<file path="src/rtl/q_arb_pkg.sv">
// Shared definitions for the q_hs_arbiter handshake arbiter: state encoding
// and default synchronizer depth / watchdog limit.
package q_arb_pkg;

  localparam logic [1:0] ST_IDLE = 2'd0;
  localparam logic [1:0] ST_REQ  = 2'd1;
  localparam logic [1:0] ST_ACK  = 2'd2;
  localparam logic [1:0] ST_RTZ  = 2'd3;

  typedef enum logic [1:0] {
    IDLE = ST_IDLE,
    REQ  = ST_REQ,
    ACK  = ST_ACK,
    RTZ  = ST_RTZ
  } state_t;

  localparam int SYNC_STAGES_DEF    = 2;
  localparam int TIMEOUT_CYCLES_DEF = 255;

endpackage

</file>
<file path="src/rtl/q_sync.sv">
// Multi-flop synchronizer for one asynchronous level signal, cleared by a
// synchronous active-low reset.
module q_sync
  import q_arb_pkg::*;
#(
  parameter int STAGES = SYNC_STAGES_DEF
) (
  input  logic clk,
  input  logic rst,
  input  logic d,
  output logic q
);

  logic [STAGES-1:0] chain;

  always_ff @(posedge clk) begin
    if (!rst) chain <= '0;
    else      chain <= {chain[STAGES-2:0], d};
  end

  assign q = chain[STAGES-1];

endmodule

</file>
<file path="src/rtl/q_hs_arbiter.sv">
// 2:1 round-robin four-phase handshake arbiter in front of one shared stage.
// Optional watchdog on REQ/RTZ dwell time enabled by Q_ARB_TIMEOUT_EN.
//
// state | meaning
// IDLE  | no grant; waiting for a request with the stage acknowledge low
// REQ   | r_out high, waiting for the stage acknowledge
// ACK   | ack[sel] high, waiting for the granted request to fall
// RTZ   | r_out low, waiting for the stage acknowledge to fall
module q_hs_arbiter
  import q_arb_pkg::*;
#(
  parameter int SYNC_STAGES    = SYNC_STAGES_DEF,
  parameter int TIMEOUT_CYCLES = TIMEOUT_CYCLES_DEF
) (
  input  logic clk,
  input  logic rst,
  input  logic req0,
  input  logic req1,
  output logic ack0,
  output logic ack1,
  output logic r_out,
  input  logic a_out,
  output logic sel,
  output logic busy,
  output logic err
);

  logic   req0_s, req1_s, a_out_s;
  state_t state;
  logic   last;
  logic   grant_idx;
  logic   req_sel_s;
  logic   advance;

  q_sync #(.STAGES(SYNC_STAGES)) u_sync_req0 (.clk(clk), .rst(rst), .d(req0),  .q(req0_s));
  q_sync #(.STAGES(SYNC_STAGES)) u_sync_req1 (.clk(clk), .rst(rst), .d(req1),  .q(req1_s));
  q_sync #(.STAGES(SYNC_STAGES)) u_sync_aout (.clk(clk), .rst(rst), .d(a_out), .q(a_out_s));

  // On a tie the requester that was not served last wins.
  assign grant_idx = req1_s & (~req0_s | ~last);
  assign req_sel_s = sel ? req1_s : req0_s;

  always_comb begin
    advance = 1'b0;
    case (state)
      IDLE:    advance = !a_out_s && (req0_s || req1_s);
      REQ:     advance = a_out_s;
      ACK:     advance = !req_sel_s;
      RTZ:     advance = !a_out_s;
      default: advance = 1'b0;
    endcase
  end

  always_ff @(posedge clk) begin
    if (!rst) begin
      state <= IDLE;
      last  <= 1'b1;
      sel   <= 1'b0;
      r_out <= 1'b0;
      ack0  <= 1'b0;
      ack1  <= 1'b0;
      busy  <= 1'b0;
    end else if (advance) begin
      case (state)
        IDLE: begin
          sel   <= grant_idx;
          r_out <= 1'b1;
          busy  <= 1'b1;
          state <= REQ;
        end
        REQ: begin
          ack0  <= ~sel;
          ack1  <= sel;
          state <= ACK;
        end
        ACK: begin
          r_out <= 1'b0;
          state <= RTZ;
        end
        RTZ: begin
          ack0  <= 1'b0;
          ack1  <= 1'b0;
          last  <= sel;
          busy  <= 1'b0;
          state <= IDLE;
        end
        default: state <= IDLE;
      endcase
    end
  end

`ifdef Q_ARB_TIMEOUT_EN
  localparam int             TW       = $clog2(TIMEOUT_CYCLES + 1);
  localparam logic [TW-1:0]  TMR_LOAD = TW'(TIMEOUT_CYCLES - 1);

  logic [TW-1:0] tmr;
  logic          timing;

  assign timing = (state == REQ) || (state == RTZ);

  // Down-counter reloads on every state change; terminal count latches err.
  always_ff @(posedge clk) begin
    if (!rst) begin
      tmr <= TMR_LOAD;
      err <= 1'b0;
    end else begin
      if (advance)                   tmr <= TMR_LOAD;
      else if (timing && tmr != '0)  tmr <= tmr - TW'(1);
      if (!advance && timing && tmr == '0) err <= 1'b1;
    end
  end
`else
  logic unused_timeout;
  assign unused_timeout = ^TIMEOUT_CYCLES;
  assign err = 1'b0;
`endif

endmodule
</file>
<file path="config.mk">
export PLATFORM = sky130hd
export DESIGN_NAME = q_hs_arbiter
export DESIGN_NICKNAME = d
export VERILOG_FILES = /design/src/rtl/q_arb_pkg.sv /design/src/rtl/q_sync.sv /design/src/rtl/q_hs_arbiter.sv
export SDC_FILE = /design/constraint.sdc
export NUM_CORES = 1
export LEC_CHECK = 0
export ABC_AREA = 1
export CORE_MARGIN = 5
export CORE_UTILIZATION = 40
export DETAILED_ROUTE_END_ITERATION = 8
export GPL_ROUTABILITY_DRIVEN = 0
export PLACE_DENSITY_LB_ADDON = 0.25
export SLEW_MARGIN = 5
export SYNTH_ARGS = -nofsm -noshare
export SYNTH_HDL_FRONTEND = slang
export SYNTH_SLANG_ARGS = --single-unit
</file>
<file path="constraint.sdc">
create_clock -name clk -period 1.41 [get_ports clk]
set_clock_uncertainty 0.15 [all_clocks]
set_input_delay 0.282 -clock clk [delete_from_list [all_inputs] [get_ports clk]]
set_output_delay 0.282 -clock clk [all_outputs]
set_load 0.01 [all_outputs]
</file>
[Word level (Yosys, flattened, before mapping)]
Index checks and enable logic that the tools add are counted.
Word-level totals
  input port bits: 5
  register bits: 14
  output and inout bits: 6
  logic and storage cells: 38
Operators by class
  mux-type cells: 7
  bitwise logic cells: 5
  reduce and logical (&&, ||, !) cells: 13
  equality and inequality tests: 3
Operators with widths (count)
  $reduce_and A2 Y1: 5
  $pmux W1 S2: 4
  $pmux W2 S4: 1
  $reduce_bool A2 Y1: 3
  $eq A2 B2 Y1 const B: 2
  $pmux W1 S4: 1
  $not A1 Y1: 3
  $eq A2 B1 Y1 const B: 1
  $logic_not A1 Y1: 2
  $logic_not A2 Y1: 1
  $and A1 B1 Y1: 1
  $logic_and A1 B1 Y1: 1
  $logic_or A1 B1 Y1: 1
  $mux W1: 1
  $or A1 B1 Y1: 1

[Depth between registers and ports, before layout]
Gate-level depths: netlist of the first run.
  word-level depth: 4
  mapped depth: 12
  depth with buffers taken out: 12

[Cells and area by module]
A second synthesis of the first run with hierarchy kept.
Unflattened totals
  cell total of the unflattened synthesis: 86
  area total of the unflattened synthesis: 635.6 um2
By module, submodules not included
  q_hs_arbiter: instances 1, cells each 68, seq. area each 160.2 um2, area an instance 470.5 um2
  q_sync: instances 3, cells each 6, seq. area each 40.0 um2, area an instance 55.1 um2

[Worst setup path after synthesis of the first run]
Ideal clock, no wire load.
  path kind: register -> register
  start: reg state[1]
  end: reg ack0
  required time: 1.145 ns
  path buffers: 1
  stages on the path, launching flop included: 12
  data arrival time: 1.269 ns
  library setup time: 0.115 ns
  period minus slack after synthesis: 1.534 ns
  slack: -0.124 ns
  cells stage by stage: dfxtp_1 -> inv_1 -> ha_1 -> nand2_1 -> inv_2 -> nor2_1 -> nand2_1 -> nand2_2 -> nand2_2 -> buf_6 -> a21oi_1 -> nor2_1
Between the ends
  longest elaborated chain between the ends: 3
  elaborated cells between the ends (all ways): 8
  those cells by class: 3 x eq/ne; 2 x mux; 3 x reduce/logical
Ends and longest elaborated chain
  start: declaration: line q_hs_arbiter.sv:29  | state_t state;
  start signal: assignment: line q_hs_arbiter.sv:56  | state <= IDLE;
  start signal: assignment: line q_hs_arbiter.sv:69  | state <= REQ;
  start signal: assignment: line q_hs_arbiter.sv:74  | state <= ACK;
  $eq A2 B2 Y1, or another cell as far along: line q_hs_arbiter.sv:45, q_hs_arbiter.sv:64
  $pmux W1 S4 / $reduce_bool A2 Y1 (equally long branches)
  $reduce_and A2 Y1 (no source line)
  end signal: assignment: line q_hs_arbiter.sv:72  | ack0 <= ~sel;
  end: declaration: line q_hs_arbiter.sv:19  | output logic ack0,
Parallel ways exist; a longest one is shown, timed or not.
A chain may end at the register's enable or synchronous reset.

[Worst setup path after layout of the first run]
  start: reg state[1]
  end: reg busy
Between the ends
  longest elaborated chain between the ends: 3
  elaborated cells between the ends (all ways): 8
  those cells by class: 3 x eq/ne; 2 x mux; 3 x reduce/logical
Ends and longest elaborated chain
  $eq A2 B2 Y1, or another cell as far along: line q_hs_arbiter.sv:45, q_hs_arbiter.sv:64
  $pmux W1 S4 / $reduce_bool A2 Y1 (equally long branches)
  $reduce_and A2 Y1 (no source line)
  end signal: assignment: line q_hs_arbiter.sv:62  | busy <= 1'b0;
  end signal: assignment: line q_hs_arbiter.sv:68  | busy <= 1'b1;
  end signal: assignment: line q_hs_arbiter.sv:84  | busy <= 1'b0;
  end: declaration: line q_hs_arbiter.sv:24  | output logic busy,
Parallel ways exist; a longest one is shown, timed or not.

==> impl_results.html, run 1 <==
<table>
<tr><th>Metric</th><th>Value</th></tr>
<tr><th colspan="2">Synthesis</th></tr>
<tr><td>Synthesized area divided by synthesized cell count</td><td>7.45 um2</td></tr>
<tr><td>Post-synthesis instance area</td><td>between 600 and 700 um2</td></tr>
<tr><td>Portion of synthesized cell area occupied by the leading cell type</td><td>43.2%</td></tr>
<tr><td>#FFs+latches synth</td><td>14</td></tr>
<tr><td>Ranking of synthesized cells by area</td><td>dfxtp_1 (43%), nand2_1 (12%), ha_1 (9.7%)</td></tr>
<tr><td>Post-synth top area cell</td><td>dfxtp_1</td></tr>
<tr><td>Post-synthesis net count</td><td>97</td></tr>
<tr><td>Synth cell types</td><td>18</td></tr>
<tr><td>Sequential fraction of the synthesis area</td><td>43.2%</td></tr>
<tr><td>Total of warnings raised by yosys</td><td>0</td></tr>
<tr><td>Number of instances in the synthesized netlist</td><td>87</td></tr>
<tr><th colspan="2">Setup path</th></tr>
<tr><td>Endpoint of the worst-slack reg-to-reg timing path</td><td>busy$_SDFFE_PN0P_</td></tr>
<tr><td>Critical path required time</td><td>1.49 ns</td></tr>
<tr><td>Critical Path End</td><td>busy$_SDFFE_PN0P_</td></tr>
<tr><td>Critical path launch point type</td><td>register</td></tr>
<tr><td>Element type at the critical path end</td><td>register</td></tr>
<tr><td>Startpoint of the worst register-to-register path</td><td>state[1]$_SDFFE_PN0P_</td></tr>
<tr><td>Signal arrival time at the worst endpoint</td><td>about 1.6 ns</td></tr>
<tr><td>Register-to-register path setup slack</td><td>-0.09 ns</td></tr>
<tr><td>Critical path startpoint</td><td>state[1]$_SDFFE_PN0P_</td></tr>
<tr><td>Largest fanout of any net on the critical path</td><td>4</td></tr>
<tr><td>Classification of the worst setup path</td><td>register to register</td></tr>
<tr><td>Worst r2r path cells</td><td>9</td></tr>
<tr><th colspan="2">Routing</th></tr>
<tr><td>Overall via count from detail_route</td><td>610</td></tr>
<tr><td>Remaining antenna violation count after routing</td><td>0</td></tr>
<tr><td>Wire length reported by the detailed router</td><td>1.59 mm</td></tr>
<tr><td>TritonRoute pass-1 iters</td><td>4</td></tr>
<tr><td>Drt wl/cell</td><td>12.7 um</td></tr>
<tr><td>Via density per instance</td><td>approximately 5</td></tr>
<tr><td>Residual DRC</td><td>0</td></tr>
<tr><td>Detailed Route Iter0 Violations</td><td>12</td></tr>
<tr><th colspan="2">STA</th></tr>
<tr><td>Count of final max-slew check failures</td><td>0</td></tr>
<tr><td>Highest achievable clock rate</td><td>665 MHz</td></tr>
<tr><td>Post-route setup slack</td><td>-0.0944 ns</td></tr>
<tr><td>Number of endpoints failing setup at the final stage</td><td>8</td></tr>
<tr><td>Shortest clock period the worst path allows after layout</td><td>1.50 ns</td></tr>
<tr><td>Sum Neg Setup Slack</td><td>-0.513 ns</td></tr>
<tr><td>Setup repair after global routing missed its margin</td><td>yes</td></tr>
<tr><td>Portion of the clock cycle consumed by the worst path in the final layout</td><td>107%</td></tr>
<tr><td>Fin. Hold Viols</td><td>0</td></tr>
<tr><th colspan="2">Pwr</th></tr>
<tr><td>Power after layout</td><td>0.00116 W</td></tr>
<tr><td>Clock share of power</td><td>25.2%</td></tr>
<tr><td>Relative contribution of combinational cells to total power</td><td>33.3%</td></tr>
<tr><td>Sw Pwr</td><td>approximately 0.00039 W</td></tr>
<tr><td>Internal power</td><td>0.000775 W</td></tr>
<tr><td>Sequential Power Share</td><td>just over 40%</td></tr>
<tr><td>Leakage power of the design</td><td>0.499 nW</td></tr>
<tr><td>P per Cell Area</td><td>1150 nW/um2</td></tr>
<tr><td>Net Sw Frac</td><td>about a third</td></tr>
<tr><td>Maximum ir drop on the vdd rail</td><td>0.730 mV</td></tr>
<tr><th colspan="2">Floorplan</th></tr>
<tr><td>Die outline area</td><td>2530 um2</td></tr>
<tr><td># IOs</td><td>11</td></tr>
<tr><td>Horizontal die dimension</td><td>approximately 50 um</td></tr>
<tr><td>Overall die height</td><td>50.3 um</td></tr>
<tr><td>Area of the core</td><td>1520 um2</td></tr>
<tr><td>Initial Utilization</td><td>~43%</td></tr>
<tr><td>Rows</td><td>14</td></tr>
<tr><th colspan="2">CTS</th></tr>
<tr><td>Root Buffer</td><td>clkbuf_4</td></tr>
<tr><td>Post-CTS clock slew at the launch and capture registers of the worst setup and hold paths</td><td>0.09 ns</td></tr>
<tr><td>Number of buffers created by CTS</td><td>3</td></tr>
<tr><td>Number of buffers inserted for hold repair after clock tree synthesis</td><td>0</td></tr>
<tr><td>Number of buffers on the longest clock path</td><td>2</td></tr>
<tr><td>Insertion delay to the later sink of the worst-skew pair</td><td>0.28 ns</td></tr>
<tr><td>Clock tree from TritonCTS</td><td>built</td></tr>
<tr><td>Number of clock sinks</td><td>14</td></tr>
<tr><td>H-tree depth reported by CTS</td><td>1</td></tr>
<tr><th colspan="2">GRT</th></tr>
<tr><td>Global-route wire length before repair</td><td>2.45 mm</td></tr>
<tr><td>Maximum number of pins on one net before global-route repair</td><td>12</td></tr>
<tr><td>Tot GR Track Use</td><td>between 10% and 20%</td></tr>
<tr><td>Global route overflow</td><td>0</td></tr>
<tr><td>Number of global-route vias before repair</td><td>578</td></tr>
<tr><td>Initial antenna violation count</td><td>0</td></tr>
<tr><th colspan="2">Final layout</th></tr>
<tr><td>Proportion of layout cells with a drive suffix above 1</td><td>43.1%</td></tr>
<tr><td>Number of filler cells placed in the layout</td><td>128</td></tr>
<tr><td>Synthesis-to-finish area growth</td><td>55.6%</td></tr>
<tr><td>Total number of nets in the final design</td><td>120</td></tr>
<tr><td>Number of inserted diodes</td><td>0</td></tr>
<tr><th colspan="2">Min path</th></tr>
<tr><td>Worst Hold Class</td><td>register to register</td></tr>
<tr><td>Hold Path Origin</td><td>u_sync_req0.chain[0]$_SDFF_PN0_</td></tr>
<tr><th colspan="2">Status</th></tr>
<tr><td>Status</td><td>finished, violations left</td></tr>
<tr><td>Failing checks</td><td>setup timing</td></tr>
<tr><th colspan="2">Placed design</th></tr>
<tr><td>Half-perimeter wire length after detailed placement</td><td>985 um</td></tr>
<tr><td># port buffers</td><td>9</td></tr>
<tr><td>Post-placement setup slack</td><td>-0.197 ns</td></tr>
<tr><th colspan="2">Flow run</th></tr>
<tr><td>Max Cap Violations</td><td>0</td></tr>
</table>
[worst max-delay path, stage by stage (launching register included)]
cell and delay [ns]:
dfxtp_4 0.40, buf_4 0.12, ha_4 0.12, nand3_2 0.07, nand2_2 0.09, nand2_4 0.08, buf_6 0.13, a21oi_4 0.14
nor2_1 0.05, nor2_1 0.10
[layout by cell type (no fill, tap or decap), types with 4 or more instances in the layout]
master / instances
nor2_1: 9
nand2_2: 4
nand2_1: 18
inv_2: 4
ha_4: 4
dfxtp_1: 11
buf_4: 9
dlygate4sd2_1: 4
clkdlybuf4s50_1: 4
inv_1: 6
[power by group through the flow]
stage / registers [W] / logic (W) / clock network [W]
6_report: 0.000482 / 0.000388 / 0.000292
4_1_cts: 0.000478 / 0.000330 / 0.000297
5_1_grt: 0.000488 / 0.000423 / 0.000313
2_1_floorplan: 0.000487 / 0.000173 / 0
3_5_place_dp: 0.000483 / 0.000297 / 0
3_3_place_gp: 0.000482 / 0.000287 / 0
[cell usage after synthesis, drive strengths merged]
library cell and instances:
a21oi 4, inv 12, or2 1, nor2 13, ha 5, buf 3
nand3 5, conb 1, nand2 24, o21ai 3, nand3b 1, dfxtp 14
a21boi 1
[how the worst min path moves through the flow]
stage,endpoint,slack [ns],depth (start not counted)
2_1_floorplan,u_sync_aout.chain[0]$_SDFF_PN0_,0.23,2
3_3_place_gp,u_sync_req0.chain[1]$_SDFF_PN0_,0.24,2
3_5_place_dp,u_sync_req0.chain[1]$_SDFF_PN0_,0.25,2
4_1_cts,u_sync_req0.chain[1]$_SDFF_PN0_,0.27,2
5_1_grt,u_sync_aout.chain[1]$_SDFF_PN0_,0.29,2
6_report,u_sync_req0.chain[1]$_SDFF_PN0_,0.27,2
[area by class of cell]
cell class                 instances  area [um2]  area share (%)
timing repair buffer              20         175            17.4
clock buffer                       4        36.3            3.60
multi-input combinational         59         438            43.4
tap                               16        20.0            1.99
inverter                          12        50.0            4.96
sequential                        14         289            28.7
[state kept, by name (all words and copies together), names as in the netlist]
signal	flops
u_sync_aout.chain	2
state	2
u_sync_req0.chain	2
u_sync_req1.chain	2
last	1
busy	1
sel	1
ack1	1
r_out	1
ack0	1
[per-stage QoR]
step | cells | area, um2 | hold WS (ns) | utilization (%)
2_1_floorplan | 87 | 698 | 0.230 | -
3_3_place_gp | 119 | 857 | 0.244 | 56.2
3_5_place_dp | 119 | 857 | 0.254 | 56.2
4_1_cts | 124 | 943 | 0.274 | 61.9
5_1_grt | 125 | 1010 | 0.288 | 66.2
6_report | 125 | 1010 | 0.272 | 66.2
[kinds of logic after synthesis]
logic type	Yosys count	share of synthesized area, %
buf+inv	15	11.0
fa+ha+maj	5	9.65
other cells	1	0.579
compound gates	8	6.56
simple gates	44	29.0
flops	14	43.2
[per-layer routing]
metal / vias to the layer above / global-route usage, % / routed length [um]
met5: - / 0 / 0
met4: 0 / 8.30 / 36
met3: 5 / 4.44 / 79
met2: 14 / 22.0 / 794
met1: 283 / 13.3 / 675
li1: 308 / - / -
[timing repair]
item,CTS,global route
setup endpoints to repair,13,9
pin swaps,5,5
resized for setup,16,15
setup buffers,0,1
cloned,1,0
endpoints found under the hold margin,0,0
(Power assumes the default switching activity.)
==> inputs of run 2 (changes only) <==
--- a/config.mk
+++ b/config.mk
@@ -10,6 +10,7 @@
 export CORE_UTILIZATION = 40
 export DETAILED_ROUTE_END_ITERATION = 8
 export GPL_ROUTABILITY_DRIVEN = 0
+export GPL_TIMING_DRIVEN = 0
 export PLACE_DENSITY_LB_ADDON = 0.25
 export SLEW_MARGIN = 5
 export SYNTH_ARGS = -nofsm -noshare
==> run 2 against run 1 <==
  * The flow still finishes with violations (setup timing)
  * Sequential share of layout area increased by 1.9 points
  * Wire length decreased by 12%
  * Worst setup slack got worse by 0.063 ns
  * Via count decreased by 5.6%
  * Power decreased by 3.8%
  * Non-clock buffer count unchanged
  * Clock-buffer cell count unchanged
  * Hold slack got worse by 0.0059 ns
  * Combinational power decreased by 11%
  * Global-route usage decreased by 0.81 points
  * Critical path type unchanged
  * Critical endpoint is now state[1]$_SDFFE_PN0P_
  * Largest cell class unchanged
  * Highest routed layer unchanged
==> impl_results.html, run 2 (synthesized netlist as in run 1, its figures left out) <==
<table>
<tr><th>Metric</th><th>Value</th></tr>
<tr><th colspan="2">Routing</th></tr>
<tr><td>Via density per instance</td><td>4.65 (-4.8%)</td></tr>
<tr><td>Detailed Route Iter0 Violations</td><td>13 (+1)</td></tr>
<tr><td>Remaining antenna violation count after routing</td><td>0 (unchanged)</td></tr>
<tr><td>Residual DRC</td><td>0 (unchanged)</td></tr>
<tr><td>TritonRoute pass-1 iters</td><td>4 (unchanged)</td></tr>
<tr><td>Wire length reported by the detailed router</td><td>1.40 mm (-12%)</td></tr>
<tr><td>Drt wl/cell</td><td>11.3 um (-11%)</td></tr>
<tr><td>Overall via count from detail_route</td><td>576 (-5.6%)</td></tr>
<tr><th colspan="2">Final layout</th></tr>
<tr><td>Finished Cell Area</td><td>953 um2 (-5.5%)</td></tr>
<tr><td>Leading cell types in the layout, fill and taps excluded</td><td>nand2_1 (20), dfxtp_1 (11), nor2_1 (10), buf_4 (9), inv_1 (6)</td></tr>
<tr><td>Total number of nets in the final design</td><td>119 (-0.83%)</td></tr>
<tr><td>Area of the multi-input gates</td><td>378 um2 (-14%)</td></tr>
<tr><td>Most common cell after layout, fill and taps aside</td><td>nand2_1</td></tr>
<tr><td>Synthesis-to-finish area growth</td><td>47.1%</td></tr>
<tr><td>Number of inserted diodes</td><td>0 (unchanged)</td></tr>
<tr><td>Area taken by flip-flops and latches</td><td>292 um2 (+0.87%)</td></tr>
<tr><td>Number of filler cells placed in the layout</td><td>152 (+19%)</td></tr>
<tr><td>Non-filler cells, final</td><td>124 (-0.80%)</td></tr>
<tr><td>Proportion of layout cells with a drive suffix above 1</td><td>39.8% (-3.3 points)</td></tr>
<tr><th colspan="2">Setup path</th></tr>
<tr><td>CP max-delay cell</td><td>dfxtp_4</td></tr>
<tr><td>CP dominant cell by count</td><td>nor2_2</td></tr>
<tr><td>Worst stage delay on the critical path</td><td>0.39 ns (about the same)</td></tr>
<tr><td>Signal arrival time at the worst endpoint</td><td>1.60 ns (+0.02 ns)</td></tr>
<tr><td>Cell-by-cell listing of the critical path</td><td>ha_4 -&gt; inv_4 -&gt; nor2_2 -&gt; nor2_2 -&gt; nand2_1 -&gt; nand2_2 -&gt; nand2_4 -&gt; buf_6 -&gt; o21ai_2 -&gt; nor2_1</td></tr>
<tr><td>Classification of the worst setup path</td><td>register to register</td></tr>
<tr><td>Element type at the critical path end</td><td>register</td></tr>
<tr><td>Cell class contributing the biggest share of worst-path delay</td><td>simple AND/OR/NAND/NOR gates</td></tr>
<tr><td>Largest fanout of any net on the critical path</td><td>5 (+1)</td></tr>
<tr><td>Critical path launch point type</td><td>register</td></tr>
<tr><td>Critical path required time</td><td>1.44 ns (-0.05 ns)</td></tr>
<tr><td>Critical path buffers and inverters</td><td>2 (unchanged)</td></tr>
<tr><th colspan="2">STA</th></tr>
<tr><td>Number of endpoints failing setup at the final stage</td><td>8 (unchanged)</td></tr>
<tr><td>Fin. Hold Viols</td><td>0 (unchanged)</td></tr>
<tr><td>Count of final max-slew check failures</td><td>0 (unchanged)</td></tr>
<tr><td>Post-route setup slack</td><td>-0.157 ns (-0.0625 ns)</td></tr>
<tr><td>Portion of the clock cycle consumed by the worst path in the final layout</td><td>111% (+4.4 points)</td></tr>
<tr><td>Highest achievable clock rate</td><td>638 MHz (-4.0%)</td></tr>
<tr><td>Worst-case hold slack</td><td>0.266 ns (-0.00588 ns)</td></tr>
<tr><td>Setup repair after global routing missed its margin</td><td>yes</td></tr>
<tr><td>Sum Neg Setup Slack</td><td>-1.07 ns (-0.559 ns)</td></tr>
<tr><td>Shortest clock period the worst path allows after layout</td><td>1.57 ns (+0.0625 ns)</td></tr>
<tr><th colspan="2">Floorplan</th></tr>
<tr><td>Overall die height</td><td>50.3 um (unchanged)</td></tr>
<tr><td>Area of the core</td><td>1520 um2 (unchanged)</td></tr>
<tr><td>Die outline area</td><td>2530 um2 (unchanged)</td></tr>
<tr><td># IOs</td><td>11 (unchanged)</td></tr>
<tr><td>Horizontal die dimension</td><td>50.3 um (unchanged)</td></tr>
<tr><td>Rows</td><td>14 (unchanged)</td></tr>
<tr><td>Initial Utilization</td><td>42.5% (unchanged)</td></tr>
<tr><th colspan="2">CTS</th></tr>
<tr><td>Number of buffers inserted for hold repair after clock tree synthesis</td><td>0 (unchanged)</td></tr>
<tr><td>Number of buffers on the longest clock path</td><td>2 (unchanged)</td></tr>
<tr><td>Number of clock sinks</td><td>14 (unchanged)</td></tr>
<tr><td>Number of buffers created by CTS</td><td>3 (unchanged)</td></tr>
<tr><td>Insertion delay to the later sink of the worst-skew pair</td><td>0.28 ns (about the same)</td></tr>
<tr><td>H-tree depth reported by CTS</td><td>1 (unchanged)</td></tr>
<tr><td>Post-CTS clock slew at the launch and capture registers of the worst setup and hold paths</td><td>0.09 ns (about the same)</td></tr>
<tr><td>Root Buffer</td><td>clkbuf_4</td></tr>
<tr><td>Clock tree from TritonCTS</td><td>built</td></tr>
<tr><th colspan="2">GRT</th></tr>
<tr><td>Global-route wire length before repair</td><td>2.35 mm (-4.2%)</td></tr>
<tr><td>Initial antenna violation count</td><td>0 (unchanged)</td></tr>
<tr><td>Number of global-route vias before repair</td><td>549 (-5.0%)</td></tr>
<tr><td>Global route overflow</td><td>0 (unchanged)</td></tr>
<tr><td>Tot GR Track Use</td><td>12.1% (-0.81 points)</td></tr>
<tr><td>Maximum number of pins on one net before global-route repair</td><td>11 (-1)</td></tr>
<tr><th colspan="2">Status</th></tr>
<tr><td>Failing checks</td><td>setup timing</td></tr>
<tr><td>Status</td><td>finished, violations left</td></tr>
<tr><th colspan="2">Placed design</th></tr>
<tr><td>Half-perimeter wire length after detailed placement</td><td>828 um (-16%)</td></tr>
<tr><td># port buffers</td><td>9 (unchanged)</td></tr>
<tr><td>Inst Count DP</td><td>112 (-5.9%)</td></tr>
<tr><td>Total placed instance area</td><td>808 um2 (-5.7%)</td></tr>
<tr><th colspan="2">Pwr</th></tr>
<tr><td>Relative contribution of combinational cells to total power</td><td>30.8% (-2.5 points)</td></tr>
<tr><td>P per Cell Area</td><td>1170 nW/um2 (+1.8%)</td></tr>
<tr><td>Power after layout</td><td>0.00112 W (-3.8%)</td></tr>
<tr><td>Maximum ir drop on the vdd rail</td><td>0.864 mV (+18%)</td></tr>
<tr><td>Leakage power of the design</td><td>0.474 nW (-5.0%)</td></tr>
<tr><td>Clock share of power</td><td>26.3% (+1.1 points)</td></tr>
<tr><td>Net Sw Frac</td><td>31.9% (-1.4 points)</td></tr>
<tr><td>Internal power</td><td>0.000762 W (-1.7%)</td></tr>
<tr><td>Sequential Power Share</td><td>42.9% (+1.4 points)</td></tr>
<tr><td>Sw Pwr</td><td>0.000357 W (-7.9%)</td></tr>
<tr><th colspan="2">Min path</th></tr>
<tr><td>Worst Hold Class</td><td>register to register</td></tr>
<tr><th colspan="2">Flow run</th></tr>
<tr><td>Max Cap Violations</td><td>0 (unchanged)</td></tr>
</table>
[run 2: cell types whose count changed in the layout (fill, tap and decap cells not counted), moves of 2 or more]
| cell | before | now |
|---|---|---|
| o21ai_1 | 2 | 0 |
| nor2_4 | 2 | 0 |
| nand2_4 | 3 | 1 |
| o21ai_2 | 0 | 2 |
| nand2_1 | 18 | 20 |
[run 2: final timing paths]
check	cells after the start	start	slack (ns)	to
worst min-delay path	2	u_sync_req0.chain[0]$_SDFF_PN0_	0.27	u_sync_req0.chain[1]$_SDFF_PN0_
worst max register to register	10	state[0]$_SDFFE_PN0P_	-0.16	state[1]$_SDFFE_PN0P_
worst max-delay path	10	state[0]$_SDFFE_PN0P_	-0.16	state[1]$_SDFFE_PN0P_
worst min register to register	2	u_sync_req0.chain[0]$_SDFF_PN0_	0.27	u_sync_req0.chain[1]$_SDFF_PN0_
[run 2: what timing repair did]
action	in CTS	in global routing
resized for setup	17	5
endpoints found under the setup margin	13	10
pin swaps	9	0
setup buffers	6	1
cloned	1	0
[run 2: power groups by stage]
stage               clock network [W]  registers (W)  logic, W
finish                       0.000294       0.000480  0.000345
global route                 0.000330       0.000488  0.000381
floorplan                           0       0.000487  0.000173
detailed placement                  0       0.000483  0.000264
global placement                    0       0.000482  0.000258
CTS                          0.000298       0.000479  0.000323
[run 2: cell type report]
class	instances	area share (%)
multi-input cells	58	39.6
plain buffers	3	2.76
clock buffers	4	3.81
well taps	16	2.10
repair buffers	17	15.6
flip-flops and latches	14	30.6
inverters	12	5.51
[run 2: worst reg2reg max path: cells and delay by family (launching register included)]
family | cells | cell delay (ns)
buffers and inverters | 2 | 0.21
DFF | 1 | 0.39
adders and majority gates | 1 | 0.18
AOI/OAI and AO/OA | 1 | 0.12
and+or+nand+nor | 6 | 0.42
[run 2: metal layers]
metal  routed length [um]  track usage [%]  share of wire [%]  vias to the layer above
met5                    0                0                  0                        -
met4                   33             5.24                2.4                        0
met3                   67             3.55                4.8                        6
met2                  675             20.3                 48                       13
met1                  625             14.1                 45                      254
li1                     -                -                  -                      303
[run 2: through the flow]
step	worst slack, ns	util (%)
final	-0.157	62.6
after detailed placement	-0.153	53.0
after CTS	-0.146	61.2
after floorplan	-0.0449	-
after global routing	-0.252	62.6
after global placement	-0.135	53.0
